### src/rtl/alu_cmd_sequencer_if.sv
// Bundle for alu_cmd_sequencer: command stream, ALU operand/result wires,
// response stream and busy flag.
// slave  : the sequencer's view.
// master : the view of whatever surrounds it (host plus the attached ALU).
interface alu_cmd_sequencer_if #(
  parameter int N = 8
);
  logic         cmd_valid;
  logic         cmd_ready;
  logic [3:0]   cmd_op;
  logic [N-1:0] cmd_a;
  logic [N-1:0] cmd_b;
  logic         cmd_acc;

  logic [N-1:0] alu_a;
  logic [N-1:0] alu_b;
  logic [3:0]   alu_sel;
  logic [N-1:0] alu_y;
  logic         alu_zero;
  logic         alu_cout;
  logic         alu_borrow;

  logic         rsp_valid;
  logic         rsp_ready;
  logic [N-1:0] rsp_y;
  logic         rsp_zero;
  logic         rsp_cout;
  logic         rsp_borrow;

  logic         busy;

  modport slave (
    input  cmd_valid, cmd_op, cmd_a, cmd_b, cmd_acc,
    input  alu_y, alu_zero, alu_cout, alu_borrow,
    input  rsp_ready,
    output cmd_ready,
    output alu_a, alu_b, alu_sel,
    output rsp_valid, rsp_y, rsp_zero, rsp_cout, rsp_borrow,
    output busy
  );

  modport master (
    output cmd_valid, cmd_op, cmd_a, cmd_b, cmd_acc,
    output alu_y, alu_zero, alu_cout, alu_borrow,
    output rsp_ready,
    input  cmd_ready,
    input  alu_a, alu_b, alu_sel,
    input  rsp_valid, rsp_y, rsp_zero, rsp_cout, rsp_borrow,
    input  busy
  );
endinterface

### src/rtl/alu_cmd_sequencer.sv
// alu_cmd_sequencer: buffers ALU commands in a small FIFO, issues one at a
// time to a bare combinational ALU through registered operands, and returns
// the captured result/flags on a valid/ready response stream.
// Optional feature macro: ALU_SEQ_ACC_EN (accumulator chaining via cmd_acc).
//
// state   | meaning
// --------+----------------------------------------------------------------
// S_IDLE  | nothing in flight; waits for the FIFO to hold an entry
// S_ISSUE | operands driven to the ALU this cycle; result captured on exit
// S_RESP  | response held on rsp_*; waits for rsp_ready
module alu_cmd_sequencer #(
  parameter int N     = 8,
  parameter int DEPTH = 4
) (
  input  logic                 clk,
  input  logic                 rst_n,
  alu_cmd_sequencer_if.slave   bus
);

  localparam int PW = (DEPTH > 1) ? $clog2(DEPTH) : 1;
  localparam logic [PW:0] PTR_ONE = {{PW{1'b0}}, 1'b1};

  localparam logic [1:0] S_IDLE  = 2'd0;
  localparam logic [1:0] S_ISSUE = 2'd1;
  localparam logic [1:0] S_RESP  = 2'd2;

  logic [1:0]    r_state;
  logic [1:0]    w_state_nxt;

  logic [3:0]    r_fifo_op [DEPTH];
  logic [N-1:0]  r_fifo_a  [DEPTH];
  logic [N-1:0]  r_fifo_b  [DEPTH];
  logic [PW:0]   r_wr_ptr;
  logic [PW:0]   r_rd_ptr;
  logic [PW-1:0] w_wr_idx;
  logic [PW-1:0] w_rd_idx;

  logic          w_empty;
  logic          w_full;
  logic          w_push;
  logic          w_pop;
  logic [N-1:0]  w_issue_a;

  logic [N-1:0]  r_alu_a;
  logic [N-1:0]  r_alu_b;
  logic [3:0]    r_alu_sel;

  logic          r_rsp_valid;
  logic [N-1:0]  r_rsp_y;
  logic          r_rsp_zero;
  logic          r_rsp_cout;
  logic          r_rsp_borrow;

  // FIFO pointers carry one wrap bit so full and empty are distinguishable
  // without a separate occupancy counter.
  assign w_wr_idx = r_wr_ptr[PW-1:0];
  assign w_rd_idx = r_rd_ptr[PW-1:0];
  assign w_empty  = (r_wr_ptr == r_rd_ptr);
  assign w_full   = (r_wr_ptr[PW] != r_rd_ptr[PW]) && (w_wr_idx == w_rd_idx);

  // cmd_ready reflects full only; a pop in the same cycle does not reopen it.
  assign w_push = bus.cmd_valid && !w_full;
  assign w_pop  = !w_empty &&
                  ((r_state == S_IDLE) || ((r_state == S_RESP) && bus.rsp_ready));

`ifdef ALU_SEQ_ACC_EN
  logic          r_fifo_acc [DEPTH];
  logic [N-1:0]  r_acc;

  // Chained commands take operand A from the last captured result.
  assign w_issue_a = r_fifo_acc[w_rd_idx] ? r_acc : r_fifo_a[w_rd_idx];

  // Accumulator storage per FIFO entry; payload memory needs no reset.
  always_ff @(posedge clk) begin
    if (w_push) begin
      r_fifo_acc[w_wr_idx] <= bus.cmd_acc;
    end
  end

  // Accumulator follows every captured ALU result.
  always_ff @(posedge clk or negedge rst_n) begin
    if (!rst_n) begin
      r_acc <= '0;
    end else if (r_state == S_ISSUE) begin
      r_acc <= bus.alu_y;
    end
  end
`else
  logic w_unused_acc;

  // Without the accumulator, cmd_acc has no effect on the issued operands.
  assign w_unused_acc = bus.cmd_acc;
  assign w_issue_a    = r_fifo_a[w_rd_idx];
`endif

  // Command payload memory; contents are only read behind valid pointers.
  always_ff @(posedge clk) begin
    if (w_push) begin
      r_fifo_op[w_wr_idx] <= bus.cmd_op;
      r_fifo_a[w_wr_idx]  <= bus.cmd_a;
      r_fifo_b[w_wr_idx]  <= bus.cmd_b;
    end
  end

  // FIFO pointer update; push and pop may coincide.
  always_ff @(posedge clk or negedge rst_n) begin
    if (!rst_n) begin
      r_wr_ptr <= '0;
      r_rd_ptr <= '0;
    end else begin
      if (w_push) begin
        r_wr_ptr <= r_wr_ptr + PTR_ONE;
      end
      if (w_pop) begin
        r_rd_ptr <= r_rd_ptr + PTR_ONE;
      end
    end
  end

  // Next-state decode for the issue/response sequencer.
  always_comb begin
    w_state_nxt = r_state;
    case (r_state)
      S_IDLE: begin
        if (!w_empty) begin
          w_state_nxt = S_ISSUE;
        end
      end
      S_ISSUE: begin
        w_state_nxt = S_RESP;
      end
      S_RESP: begin
        if (bus.rsp_ready) begin
          w_state_nxt = w_empty ? S_IDLE : S_ISSUE;
        end
      end
      default: begin
        w_state_nxt = S_IDLE;
      end
    endcase
  end

  // State register.
  always_ff @(posedge clk or negedge rst_n) begin
    if (!rst_n) begin
      r_state <= S_IDLE;
    end else begin
      r_state <= w_state_nxt;
    end
  end

  // ALU operand registers load on pop and hold otherwise.
  always_ff @(posedge clk or negedge rst_n) begin
    if (!rst_n) begin
      r_alu_a   <= '0;
      r_alu_b   <= '0;
      r_alu_sel <= '0;
    end else if (w_pop) begin
      r_alu_a   <= w_issue_a;
      r_alu_b   <= r_fifo_b[w_rd_idx];
      r_alu_sel <= r_fifo_op[w_rd_idx];
    end
  end

  // Response capture one cycle after issue; held until the consumer accepts.
  always_ff @(posedge clk or negedge rst_n) begin
    if (!rst_n) begin
      r_rsp_valid  <= 1'b0;
      r_rsp_y      <= '0;
      r_rsp_zero   <= 1'b0;
      r_rsp_cout   <= 1'b0;
      r_rsp_borrow <= 1'b0;
    end else if (r_state == S_ISSUE) begin
      r_rsp_valid  <= 1'b1;
      r_rsp_y      <= bus.alu_y;
      r_rsp_zero   <= bus.alu_zero;
      r_rsp_cout   <= bus.alu_cout;
      r_rsp_borrow <= bus.alu_borrow;
    end else if ((r_state == S_RESP) && bus.rsp_ready) begin
      r_rsp_valid  <= 1'b0;
    end
  end

  assign bus.cmd_ready  = !w_full;
  assign bus.alu_a      = r_alu_a;
  assign bus.alu_b      = r_alu_b;
  assign bus.alu_sel    = r_alu_sel;
  assign bus.rsp_valid  = r_rsp_valid;
  assign bus.rsp_y      = r_rsp_y;
  assign bus.rsp_zero   = r_rsp_zero;
  assign bus.rsp_cout   = r_rsp_cout;
  assign bus.rsp_borrow = r_rsp_borrow;
  assign bus.busy       = !w_empty || (r_state != S_IDLE);

endmodule

### src/flat_wrapper.sv
// flat-port wrapper written by rule: the top's interface ports become plain ports
module alu_cmd_sequencer_flat 
#(
  parameter int N     = 8,
  parameter int DEPTH = 4
)
  (clk, rst_n, bus_cmd_valid, bus_cmd_op, bus_cmd_a, bus_cmd_b, bus_cmd_acc, bus_alu_y, bus_alu_zero, bus_alu_cout, bus_alu_borrow, bus_rsp_ready, bus_cmd_ready, bus_alu_a, bus_alu_b, bus_alu_sel, bus_rsp_valid, bus_rsp_y, bus_rsp_zero, bus_rsp_cout, bus_rsp_borrow, bus_busy);
  alu_cmd_sequencer_if #(.N(N)) bus_i ();
  input  logic clk;
  input  logic rst_n;
  input wire logic [$bits(bus_i.cmd_valid)-1:0] bus_cmd_valid;
  input wire logic [$bits(bus_i.cmd_op)-1:0] bus_cmd_op;
  input wire logic [$bits(bus_i.cmd_a)-1:0] bus_cmd_a;
  input wire logic [$bits(bus_i.cmd_b)-1:0] bus_cmd_b;
  input wire logic [$bits(bus_i.cmd_acc)-1:0] bus_cmd_acc;
  input wire logic [$bits(bus_i.alu_y)-1:0] bus_alu_y;
  input wire logic [$bits(bus_i.alu_zero)-1:0] bus_alu_zero;
  input wire logic [$bits(bus_i.alu_cout)-1:0] bus_alu_cout;
  input wire logic [$bits(bus_i.alu_borrow)-1:0] bus_alu_borrow;
  input wire logic [$bits(bus_i.rsp_ready)-1:0] bus_rsp_ready;
  output wire logic [$bits(bus_i.cmd_ready)-1:0] bus_cmd_ready;
  output wire logic [$bits(bus_i.alu_a)-1:0] bus_alu_a;
  output wire logic [$bits(bus_i.alu_b)-1:0] bus_alu_b;
  output wire logic [$bits(bus_i.alu_sel)-1:0] bus_alu_sel;
  output wire logic [$bits(bus_i.rsp_valid)-1:0] bus_rsp_valid;
  output wire logic [$bits(bus_i.rsp_y)-1:0] bus_rsp_y;
  output wire logic [$bits(bus_i.rsp_zero)-1:0] bus_rsp_zero;
  output wire logic [$bits(bus_i.rsp_cout)-1:0] bus_rsp_cout;
  output wire logic [$bits(bus_i.rsp_borrow)-1:0] bus_rsp_borrow;
  output wire logic [$bits(bus_i.busy)-1:0] bus_busy;
  assign bus_i.cmd_valid = bus_cmd_valid;
  assign bus_i.cmd_op = bus_cmd_op;
  assign bus_i.cmd_a = bus_cmd_a;
  assign bus_i.cmd_b = bus_cmd_b;
  assign bus_i.cmd_acc = bus_cmd_acc;
  assign bus_i.alu_y = bus_alu_y;
  assign bus_i.alu_zero = bus_alu_zero;
  assign bus_i.alu_cout = bus_alu_cout;
  assign bus_i.alu_borrow = bus_alu_borrow;
  assign bus_i.rsp_ready = bus_rsp_ready;
  assign bus_cmd_ready = bus_i.cmd_ready;
  assign bus_alu_a = bus_i.alu_a;
  assign bus_alu_b = bus_i.alu_b;
  assign bus_alu_sel = bus_i.alu_sel;
  assign bus_rsp_valid = bus_i.rsp_valid;
  assign bus_rsp_y = bus_i.rsp_y;
  assign bus_rsp_zero = bus_i.rsp_zero;
  assign bus_rsp_cout = bus_i.rsp_cout;
  assign bus_rsp_borrow = bus_i.rsp_borrow;
  assign bus_busy = bus_i.busy;
  alu_cmd_sequencer #(.N(N), .DEPTH(DEPTH)) u_core (.clk(clk), .rst_n(rst_n), .bus(bus_i));
endmodule
### config.mk
export PLATFORM = sky130hd
export DESIGN_NAME = alu_cmd_sequencer_flat
export DESIGN_NICKNAME = d
export VERILOG_FILES = /design/src/rtl/alu_cmd_sequencer_if.sv /design/src/rtl/alu_cmd_sequencer.sv /design/src/flat_wrapper.sv
export SDC_FILE = /design/constraint.sdc
export NUM_CORES = 1
export LEC_CHECK = 0
export ABC_CLOCK_PERIOD_IN_PS = 3400
export BUFFER_PORTS_ARGS = -buffer_cell sky130_fd_sc_hd__clkbuf_2
export CORE_AREA = 10 10 103 105
export CTS_BUF_LIST = sky130_fd_sc_hd__clkbuf_4
export DETAILED_ROUTE_END_ITERATION = 7
export DIE_AREA = 0 0 113 115
export MAX_ROUTING_LAYER = met4
export PLACE_DENSITY = 0.75
export SYNTH_ARGS = -nofsm -noshare
export SYNTH_HDL_FRONTEND = slang
export SYNTH_SLANG_ARGS = --single-unit
### constraint.sdc
create_clock -name clk -period 3.4 [get_ports clk]
set_input_delay 0.51 -clock clk [delete_from_list [all_inputs] [get_ports clk]]
set_output_delay 0.51 -clock clk [all_outputs]
set_load 0.01 [all_outputs]
# After elaboration in Yosys (flattened, before gate mapping)

Memory sizes are Yosys's and may differ from the RTL's. A register that Yosys moved wholly into a read port is not among the register bits.
Cells that the tools add are included.

Bits of input ports: 36
Memories kept: 3
Word-level logic and storage cells: 43
RAM bits: 80
Output and inout port bits: 34
Bits in registers: 20

Multiplexer cells: 8
Reduce and logical (&&, ||, !) cells: 15
Eq/ne operators: 7
$add $sub $neg: 2

Memory list:

| memory           | depth | width | read ports | clocked after memory_dff | write ports | RTL line                | text |
|---|---|---|---|---|---|---|---|
| u_core.r_fifo_a  | 4     | 8     | 1          | 1                        | 1           | alu_cmd_sequencer.sv:31 | `logic [N-1:0] r_fifo_a [DEPTH];` |
| u_core.r_fifo_b  | 4     | 8     | 1          | 1                        | 1           | alu_cmd_sequencer.sv:32 | `logic [N-1:0] r_fifo_b [DEPTH];` |
| u_core.r_fifo_op | 4     | 4     | 1          | 1                        | 1           | alu_cmd_sequencer.sv:30 | `logic [3:0] r_fifo_op [DEPTH];` |

Operator list:

| cell                                                | number |
|---|---|
| adder 3 x 1 -> 3 bit, second input constant         | 2 |
| case mux 2 bit (3 select lines)                     | 1 |
| zero test 1 bit                                     | 5 |
| two-way mux 1 bit                                   | 5 |
| logical AND 1 bit                                   | 4 |
| two-way mux 2 bit                                   | 2 |
| != test 2 bit, second input constant                | 2 |
| nonzero test 2 bit                                  | 2 |
| equality test 3 bit                                 | 1 |
| equality test 2 x 1 -> 1 bit, second input constant | 1 |
| equality test 2 bit                                 | 1 |
| equality test 2 bit, second input constant          | 1 |
| zero test 2 bit                                     | 1 |
| logical OR 1 bit                                    | 2 |
| AND reduction 2 bit                                 | 1 |
| != test 1 bit                                       | 1 |

# Longest topological paths before layout

Gate-level depths: netlist of run 1.

Word-level depth: 6
Gate-level depth with buffers: 5
Depth with buffers taken out: 4

# Least setup slack after synthesis of run 1

OpenSTA, ideal clock, no wires.

Kind: flip-flop to flip-flop
Start: reg u_core.r_rd_ptr[2]
End: mem u_core.r_fifo_a[3][0] (enable)
Cell stages (with the launch flop): 4
Slack: 1436 ps
Path buffers: 0
Clock period less this slack: 1964 ps
Data arrival time: 1584 ps
Data required time: 3020 ps
Setup time: 380 ps
Cell sequence: dfrtp_1 xnor2_1 nand3b_1 and3_1

Longest elaborated chain between the ends: 6

Ends and longest elaborated chain:

| element                                 | RTL line                 | text |
|---|---|---|
| start, declared                         | alu_cmd_sequencer.sv:34  | `logic [PW:0] r_rd_ptr;` |
| start signal, assigned                  | alu_cmd_sequencer.sv:115 | `r_rd_ptr <= r_rd_ptr + PTR_ONE;` |
| != test 1 bit                           | alu_cmd_sequencer.sv:59  | `assign w_full = (r_wr_ptr[PW] != r_rd_ptr[PW]) && (w_wr_idx == w_rd_idx);` |
| logical AND 1 bit                       | alu_cmd_sequencer.sv:59  |  |
| zero test 1 bit                         | --                       |  |
| via bus_cmd_ready                       | flat_wrapper.sv:21       | `output wire logic [$bits(bus_i.cmd_ready)-1:0] bus_cmd_ready;` |
| logical AND 1 bit                       | alu_cmd_sequencer.sv:62  | `assign w_push = bus.cmd_valid && !w_full;` |
| two-way mux 1 bit                       | alu_cmd_sequencer.sv:98  | `if (w_push) begin` |
| two-way mux 1 bit (implied by the code) | alu_cmd_sequencer.sv:100 | `r_fifo_a[w_wr_idx] <= bus.cmd_a;` |
| end, declared                           | alu_cmd_sequencer.sv:31  |  |

The timed path passes the listed nets, and every way through them passes these cells.

# Worst setup path in the final report of run 1

Start: reg u_core.r_wr_ptr[2]
End: mem u_core.r_fifo_b[3][3] (enable)

Longest elaborated chain between the ends: 6

Ends and longest elaborated chain:

| element                                 | RTL line                 | text |
|---|---|---|
| start, declared                         | alu_cmd_sequencer.sv:33  | `logic [PW:0] r_wr_ptr;` |
| start signal, assigned                  | alu_cmd_sequencer.sv:112 | `r_wr_ptr <= r_wr_ptr + PTR_ONE;` |
| != test 1 bit                           | alu_cmd_sequencer.sv:59  |  |
| logical AND 1 bit                       | alu_cmd_sequencer.sv:59  |  |
| zero test 1 bit                         | alu_cmd_sequencer.sv:62  |  |
| logical AND 1 bit                       | alu_cmd_sequencer.sv:62  |  |
| two-way mux 1 bit                       | alu_cmd_sequencer.sv:98  |  |
| two-way mux 1 bit (implied by the code) | alu_cmd_sequencer.sv:101 | `r_fifo_b[w_wr_idx] <= bus.cmd_b;` |
| end, declared                           | alu_cmd_sequencer.sv:32  |  |

Every way passes these cells.

==> metrics.yaml, run 1 <==
outcome:
  outcome: "completed"
setup_path:
  critPathMaxFanout: 21
  r2r-start: "u_core.r_wr_ptr[2]"
  ff2ff_setup_slack_ns: 1.08
  reg2reg_depth: 3
  required_ns: 3.52
  setup.worst_path.start_class: "flip-flop"
  crit_arrival_ns: 2.44
  endpoint_kind: "flip-flop"
  startpoint: "u_core.r_wr_ptr[2]"
  worstSetupPathType: "flip-flop to flip-flop"
sta:
  fin_setup_tns_ns: 0
  fin_crit_sh_pct: 68.2
  max_freq_ghz: 0.431
  hold_viol: 0
  period_needed_ns: 2.32
  slew_viol_final: 0
  fin_ws_ns: 1.08
  rsz0062_at_grt: "no"
  finalSetupViolations: 0
  relSlewSlack_pct: 26.7
  tightest_slew_ns: 1.10
  skew_ns: 0.0191
die:
  placementRows: 34
  die_x_um: 113
  core_area_um2: 8550
  ioPinCount: 70
  die_y_um: 115
  start_util_pct: 52.8
  dieArea_um2: 13000
placement:
  dpl.hpwl_mm: 5.35
  dp_slack_ns: 1.06
  placed_area_um2: 5000
  place_congestion: 0.699
  port_buffers: 68
synth:
  synth_nets: 253
  synth_area_per_cell_um2: 21.3
  yosysSeqAreaShare_pct: 75.4
  ys.warnings.count: 0
  synth_area_um2: 4520
  yosysUniqueCellTypes: 21
  ys_ff_latch: 120
  synth_cells: 212
global_route:
  grt_pass1_vias: 2493
  grt_util_all_layers_pct: 13.5
  antenna_found_initial: 0
  grt_pass1_wl_mm: 12.9
  grt_max_degree: 23
  overflow: 0
cts:
  clk_pin_slew_ns: 0.11
  post_cts_buffers: 0
  cts.sinks: 120
  cts-root-buf: "clkbuf_4"
  clock_path_buffers: 2
  clock_latency_ns: 0.51
  h-tree-depth: 4
  ctsResizeCount: 0
  hold_buffers: 1
  numCtsBuffers: 17
  cts_tree: "built"
power_and_ir_drop:
  p_per_area_nw_per_um2: 940
  ir_drop_mv: 0.416
  p_leak_uw: 0.00205
  p_total_uw: 4960
finish:
  drive_gt1_share_pct: 50.2
  area_growth_pct: 16.7
  final_nets: 341
  fin_util_pct: 61.6
  seq_area_um2: 3400
  design_area_um2: 5270
  fillCellCount: 626
  multi_input_area_um2: 1050
  antennaDiodeCount: 0
job:
  maxCapViolCount: 0
drt:
  vias_per_cell: 5.35
  routed_wl_mm: 7.99
  antenna_left: 0
  wire_per_inst_um: 19.0
  drt_iter0_markers: 56
  dr.pass1.iters: 5
  route.detailed.drc: 0
  vias: 2251
worst_hold_path:
  holdPathStages: 1
  holdCritStartpoint: "bus_cmd_b[2]"
  worstHoldPathType: "input pin to flip-flop"
synth_stat cells (all sizes together):
| cell | count | area share (%) |
|---|---|---|
| mux4 | 20 | 10 |
| nor2 | 2 | 0.17 |
| xor2 | 2 | 0.39 |
| mux2 | 33 | 8.2 |
| edfxtp | 80 | 53 |
| nand4 | 1 | 0.14 |
| dfrtp | 40 | 22 |
| a21o | 1 | 0.17 |
| nand3b | 1 | 0.17 |
| nor2b | 1 | 0.14 |
| xnor2 | 5 | 0.97 |
| ha | 5 | 1.4 |
| buf | 4 | 0.72 |
| clkbuf | 3 | 0.25 |
| a311oi | 1 | 0.58 |
| and3 | 4 | 0.55 |
| inv | 4 | 0.33 |
| nand2 | 3 | 0.25 |
| a21oi | 2 | 0.22 |
cells in the final DEF, fill, tap and decap left out:
cell           synthesis  final
buf_4                  0      7
clkbuf_4               0     20
a21o_1                 1      1
ha_1                   5      5
dfrtp_2                0      1
mux2_2                32     32
mux4_2                20     20
nor2_1                 2      2
dfrtp_1               40     39
bufinv_16              0      2
nand4_1                1      1
clkinv_1               0      4
nand3b_1               1      1
dlygate4sd3_1          0      1
nor2b_1                1      1
nand2_1                3      3
mux2_1                 1      1
a21oi_1                2      2
xor2_1                 2      2
clkinvlp_4             0      2
edfxtp_1              80     80
clkinv_2               0      4
clkbuf_2               0     68
and3_1                 4      4
xnor2_1                5      5
a311oi_4               1      1
inv_1                  4      4
critical path: stages (launching register included):
cell	delay, ns
dfrtp_1	0.42
xnor2_1	0.32
nand3b_1	0.26
and3_1	0.93
area by class of cell:
class	instances	share of cell area, %
sequential	120	64.6
multi-input combinational	81	20.0
timing repair buffer	76	7.64
clock buffer	20	2.85
tap	108	2.56
clock inverter	12	2.09
inverter	4	0.285
worst paths after layout:
| path | endpoint |
|---|---|
| worst min-delay path | u_core.r_fifo_b[2][2] |
| worst max register to register | u_core.r_fifo_b[3][3] |
| worst min register to register | u_core.r_rd_ptr[2] |
| worst max-delay path | u_core.r_fifo_b[3][3] |
| max in group asynchronous | u_core.bus.rsp_valid |
| min in group asynchronous | u_core.bus.alu_a[7] |
metrics by stage:
stage,hold slack (ns),std cells
floorplan,0.214,212
global placement,0.469,388
detailed placement,0.483,388
CTS,0.186,421
global route,0.151,421
finish,0.211,421
flip-flops by register name (all words and copies together), names as in the netlist:
signal / count
u_core.r_wr_ptr: 3
u_core.bus.rsp_zero: 1
u_core.bus.rsp_valid: 1
u_core.bus.rsp_cout: 1
u_core.bus.alu_a: 8
u_core.bus.alu_b: 8
u_core.r_fifo_a: 32
u_core.r_fifo_op: 16
u_core.r_fifo_b: 32
u_core.r_state: 2
u_core.bus.rsp_borrow: 1
u_core.bus.alu_sel: 4
u_core.bus.rsp_y: 8
u_core.r_rd_ptr: 3
where the power goes:
part	internal, uW	switching, uW
clock	445	488
sequential	2070	191
combinational	894	869
cell families (layout without fill, tap and decap cells):
family | count (synthesis) | after routing | share of synthesized area (%)
AOI/OAI and AO/OA | 4 | 4 | 0.970
and+or+nand+nor | 12 | 12 | 1.41
buffers and inverters | 11 | 112 | 1.30
muxes | 53 | 53 | 18.2
adders and majority gates | 5 | 5 | 1.39
xor gates and xnor gates | 7 | 7 | 1.36
DFF | 120 | 120 | 75.4
layer usage:
metal / global-route usage [%] / wire length (um) / vias up / share of wire (%)
met4: 5.58 / 144 / 0 / 1.8
li1: - / - / 1016 / -
met5: - / 0 / - / 0
met3: 5.21 / 489 / 18 / 6.1
met1: 14.8 / 3370 / 1151 / 42
met2: 21.6 / 3990 / 66 / 50
Note: power is estimated with default switching activity, not from simulation.
==> run 2: changes to the inputs <==
ABC_CLOCK_PERIOD_IN_PS = 2300   (was 3400)
clock period = 2.3 ns   (was 3.4 ns; I/O delays follow)
==> run 2 against run 1 <==
Critical path depth unchanged. Sequential cell count is the same. First-iteration DRC count up 43%. Clock power rose by 70%. Critical path type is now flip-flop to output port. Non-clock buffer count increased by 8. Highest routed layer unchanged. Wire length rose by 0.58%. Final cell count up 1.9%. Global-route usage barely moved. Sequential power grew 48%. Via count shrank 0.22%. Largest power group unchanged. Register-to-register slack got worse by 0.71 ns.
==> metrics.yaml, run 2 (synthesis results as in run 1) <==
global_route:
  grt_pass1_wl_mm: 13.0
  overflow: 0
  antenna_found_initial: 0
  grt_pass1_vias: 2522
  grt_max_degree: 23
  grt_util_all_layers_pct: 13.5
drt:
  vias: 2246
  wl_met1_mm: 3.24
  wire_per_inst_um: 18.7
  dr.pass1.iters: 6
  route.detailed.drc: 0
  top_layer: "met4"
  met3_wirelength_um: 522
  routed_wl_mm: 8.04
  drt_iter0_markers: 80
  met2WireLength_mm: 4.22
  antenna_left: 0
  vias_per_cell: 5.24
sta:
  period_needed_ns: 2.06
  rsz0062_at_grt: "no"
  fin_crit_sh_pct: 89.8
  max_freq_ghz: 0.484
  whs_ns: 0.0707
  finalSetupViolations: 0
  hold_viol: 0
  tightest_slew_ns: 0.507
  fin_ws_ns: 0.235
  skew_ns: 0.0177
  fin_setup_tns_ns: 0
  slew_viol_final: 0
  relSlewSlack_pct: 66.2
power_and_ir_drop:
  share_comb_of_total_power_pct: 35.2
  p_leak_uw: 0.00212
  switchingPower_uw: 2290
  switching_share_pct: 30.1
  p_int_uw: 5330
  clockPowerShare_pct: 20.9
  pwr-share-seq_pct: 43.9
  ir_drop_mv: 0.688
  p_per_area_nw_per_um2: 1410
cts:
  numCtsBuffers: 17
  clock_latency_ns: 0.48
  clk_pin_slew_ns: 0.10
  cts-root-buf: "clkbuf_4"
  clock_path_buffers: 2
  cts.sinks: 120
  cts_tree: "built"
  ctsResizeCount: 0
  post_cts_buffers: 0
  h-tree-depth: 4
finish:
  design_area_um2: 5390
  drive_gt1_share_pct: 51.4
  final_cell_mix: "edfxtp_1, clkbuf_2, dfrtp_1"
  layout_commonest_cell: "edfxtp_1"
  final_nets: 349
  fin_cells: 429
  area_growth_pct: 19.4
  antennaDiodeCount: 0
  reg_top3: "u_core.r_fifo_a: 32 flops, u_core.r_fifo_b: 32 flops, u_core.r_fifo_op: 16 flops"
worst_hold_path:
  worstHoldPathType: "input pin to flip-flop"
die:
  ioPinCount: 70
  die_y_um: 115
  start_util_pct: 52.8
  core_area_um2: 8550
  die_x_um: 113
  dieArea_um2: 13000
  placementRows: 34
placement:
  place_congestion: 0.714
  dp.cells: 396
  dp_slack_ns: 0.389
  placed_area_um2: 5070
  port_buffers: 68
  dpl.hpwl_mm: 5.50
setup_path:
  critPathMaxFanout: 6
  required_ns: 1.96
  endpoint_kind: "output port"
  crit_arrival_ns: 1.72
  setup.worst_path.start_class: "flip-flop"
  worstSetupPathType: "flip-flop to output port"
job:
  maxCapViolCount: 0
outcome:
  outcome: "completed"
## run 2: critical path, stage by stage, from the launching register on
cell and delay, ns:
dfrtp_1 0.46, xnor2_1 0.37, nand3b_1 0.23, clkbuf_2 0.19
## run 2: area by class of cell
type | instances | area, um^2
fill | 618 | 3160
inverter | 4 | 15.0
timing repair buffer | 84 | 475
multi-input combinational | 81 | 1050
clock buffer | 20 | 150
tap | 108 | 135
clock inverter | 12 | 159
sequential | 120 | 3400
## run 2: path summary, 6_finish.rpt
| path | depth (start not counted) | endpoint | from | slack, ns |
|---|---|---|---|---|
| worst max-delay path | 3 | bus_cmd_ready | u_core.r_wr_ptr[0] | 0.24 |
| worst min-delay path | 1 | u_core.r_fifo_a[3][0] | bus_cmd_a[0] | 0.07 |
| worst max register to register | 4 | u_core.r_fifo_b[2][6] | u_core.r_rd_ptr[2] | 0.37 |
| worst min register to register | 1 | u_core.r_wr_ptr[2] | u_core.r_wr_ptr[2] | 0.49 |
| max in group asynchronous | 3 | u_core.bus.alu_sel[3] | rst_n | 1.30 |
| min in group asynchronous | 2 | u_core.bus.alu_a[3] | rst_n | 0.35 |
## run 2: routing by layer
layer,GRT usage (%),vias to the layer above
li1,-,1031
met1,14.6,1139
met2,22.0,69
met3,5.68,7
met4,4.48,0
met5,-,-
## run 2: power by group through the flow
| stage | sequential [uW] | clock [uW] | combinational, uW |
|---|---|---|---|
| detailed placement | 3400 | 0 | 2760 |
| global route | 3420 | 1740 | 2950 |
| finish | 3340 | 1590 | 2680 |
| CTS | 3350 | 1640 | 2770 |
| floorplan | 3490 | 0 | 1730 |
| global placement | 3360 | 0 | 2690 |
## run 2: through the flow
step | utilization (%) | power [uW]
floorplan | - | 5220
global placement | 59.3 | 6040
global route | 63.1 | 8100
detailed placement | 59.3 | 6160
finish | 63.1 | 7620
CTS | 63.1 | 7750
## run 2: repair_timing
item                                   4_1_cts  5_1_grt
endpoints found under the hold margin       17        0
hold buffers                                 1        0
setup endpoints to repair                    0        0
==> run 3: changes to the inputs <==
==> constraint.sdc (replaced) <==
create_clock -name clk -period 2.3 [get_ports clk]
set_input_delay 0.23 -clock clk [delete_from_list [all_inputs] [get_ports clk]]
set_output_delay 0.23 -clock clk [all_outputs]
set_load 0.01 [all_outputs]
==> run 3 against run 2 <==
Critical endpoint unchanged. Clock-buffer cell count decreased by 3. Sequential cell count unchanged. Clock skew up 0.0031 ns. Setup slack gained 0.11 ns. Via count up 5.1%. Die area is the same. Global-route usage grew 0.37 points.
==> metrics.yaml, run 3 (synthesis results as in run 1) <==
outcome:
  outcome: "completed"
die:
  ioPinCount: 70
  die_y_um: 115
  die_x_um: 113
  placementRows: 34
  dieArea_um2: 13000
  core_area_um2: 8550
  start_util_pct: 52.8
sta:
  tightest_slew_ns: 0.504
  skew_ns: 0.0208
  relSlewSlack_pct: 66.4
  slew_viol_final: 0
  fin_setup_tns_ns: 0
  period_needed_ns: 1.96
  max_freq_ghz: 0.511
  hold_viol: 0
  finalSetupViolations: 0
  rsz0062_at_grt: "no"
  fin_crit_sh_pct: 85.1
cts:
  post_cts_buffers: 0
  numCtsBuffers: 17
  cts-root-buf: "clkbuf_4"
  ctsResizeCount: 0
  clock_path_buffers: 2
  clk_pin_slew_ns: 0.10
  clock_latency_ns: 0.50
  hold_buffers: 32
  h-tree-depth: 4
  cts.sinks: 120
  cts_tree: "built"
finish:
  final_cell_mix: "edfxtp_1, clkbuf_2, dfrtp_1"
  design_area_um2: 5700
  drive_gt1_share_pct: 48.0
  final_nets: 380
  antennaDiodeCount: 0
  layout_commonest_cell: "edfxtp_1"
  reg_top3: "u_core.r_fifo_a: 32 flops, u_core.r_fifo_b: 32 flops, u_core.r_fifo_op: 16 flops"
  area_growth_pct: 26.3
power_and_ir_drop:
  p_leak_uw: 0.00224
  p_per_area_nw_per_um2: 1340
  ir_drop_mv: 0.597
placement:
  dpl.hpwl_mm: 5.54
  place_congestion: 0.707
  port_buffers: 68
  placed_area_um2: 5070
setup_path:
  crit-reg2reg-capture: "u_core.r_fifo_b[2][7]"
  crit_end: "bus_cmd_ready"
  worstSetupPathType: "flip-flop to output port"
  crit_arrival_ns: 1.73
  setup.worst_path.start_class: "flip-flop"
  endpoint_kind: "output port"
  reg2reg_depth: 4
  ff2ff_setup_slack_ns: 0.37
  critPathMaxFanout: 6
  startpoint: "u_core.r_wr_ptr[0]"
  r2r-start: "u_core.r_rd_ptr[2]"
  required_ns: 2.07
drt:
  antenna_left: 0
  dr.pass1.iters: 5
  wire_per_inst_um: 18.4
  routed_wl_mm: 8.45
  vias: 2361
  drt_iter0_markers: 66
  route.detailed.drc: 0
  vias_per_cell: 5.13
global_route:
  overflow: 0
  grt_util_all_layers_pct: 13.8
  grt_pass1_vias: 2649
  antenna_found_initial: 0
  grt_pass1_wl_mm: 13.4
  grt_max_degree: 23
worst_hold_path:
  worstHoldPathType: "input pin to flip-flop"
job:
  maxCapViolCount: 0
-- run 3: cell count changes in the layout (fill, tap and decap cells not counted) --
cell / delta
clkinv_1: -4
clkinv_2: -3
dlygate4sd3_1: +31
clkinvlp_4: +2
inv_6: +6
inv_8: +4
bufinv_16: -2
clkbuf_4: -3
-- run 3: layout make-up --
cell class,instances,area [um^2]
inverter,4,15.0
sequential,120,3400
clock buffer,17,128
fill,580,2850
timing repair buffer,115,786
tap,108,135
multi-input combinational,81,1050
clock inverter,15,181
-- run 3: layer usage --
metal,global-route usage [%],wire length (um),vias up
met1,14.8,3520,1188
met5,-,0,-
li1,-,-,1101
met2,23.5,4530,66
met3,4.01,352,6
met4,5.92,48,0
-- run 3: worst max-delay path: stages, from the launching register on --
cell and delay, ns:
dfrtp_1 0.46, xnor2_1 0.37, nand3b_1 0.23, clkbuf_2 0.19
-- run 3: per-stage QoR --
| step | instances | total power (uW) | worst slack [ns] | util [%] | hold WS, ns |
|---|---|---|---|---|---|
| detailed placement | 396 | 6150 | 0.389 | 59.3 | 0.220 |
| global route | 460 | 8100 | 0.184 | 66.7 | 0.0411 |
| CTS | 460 | 7780 | 0.274 | 66.7 | 0.0204 |
| finish | 460 | 7650 | 0.343 | 66.7 | 0.0695 |
| floorplan | 212 | 5220 | 0.336 | - | -0.0656 |
| global placement | 396 | 6050 | 0.405 | 59.3 | 0.206 |
-- run 3: worst min path at each step --
stage | startpoint | to | slack (ns) | depth (start not counted)
after floorplan | rst_n | u_core.bus.alu_a[0] | -0.07 | 0
after global placement | rst_n | u_core.bus.alu_a[6] | 0.21 | 1
after detailed placement | rst_n | u_core.bus.alu_a[6] | 0.22 | 1
after CTS | bus_cmd_valid | u_core.r_wr_ptr[0] | 0.02 | 3
after global routing | bus_cmd_valid | u_core.r_wr_ptr[0] | 0.04 | 3
final | bus_cmd_valid | u_core.r_wr_ptr[0] | 0.07 | 3
-- run 3: report_power, final --
group | internal (uW) | switching [uW]
Combinational | 1430 | 1310
Clock | 696 | 877
Sequential | 3050 | 294
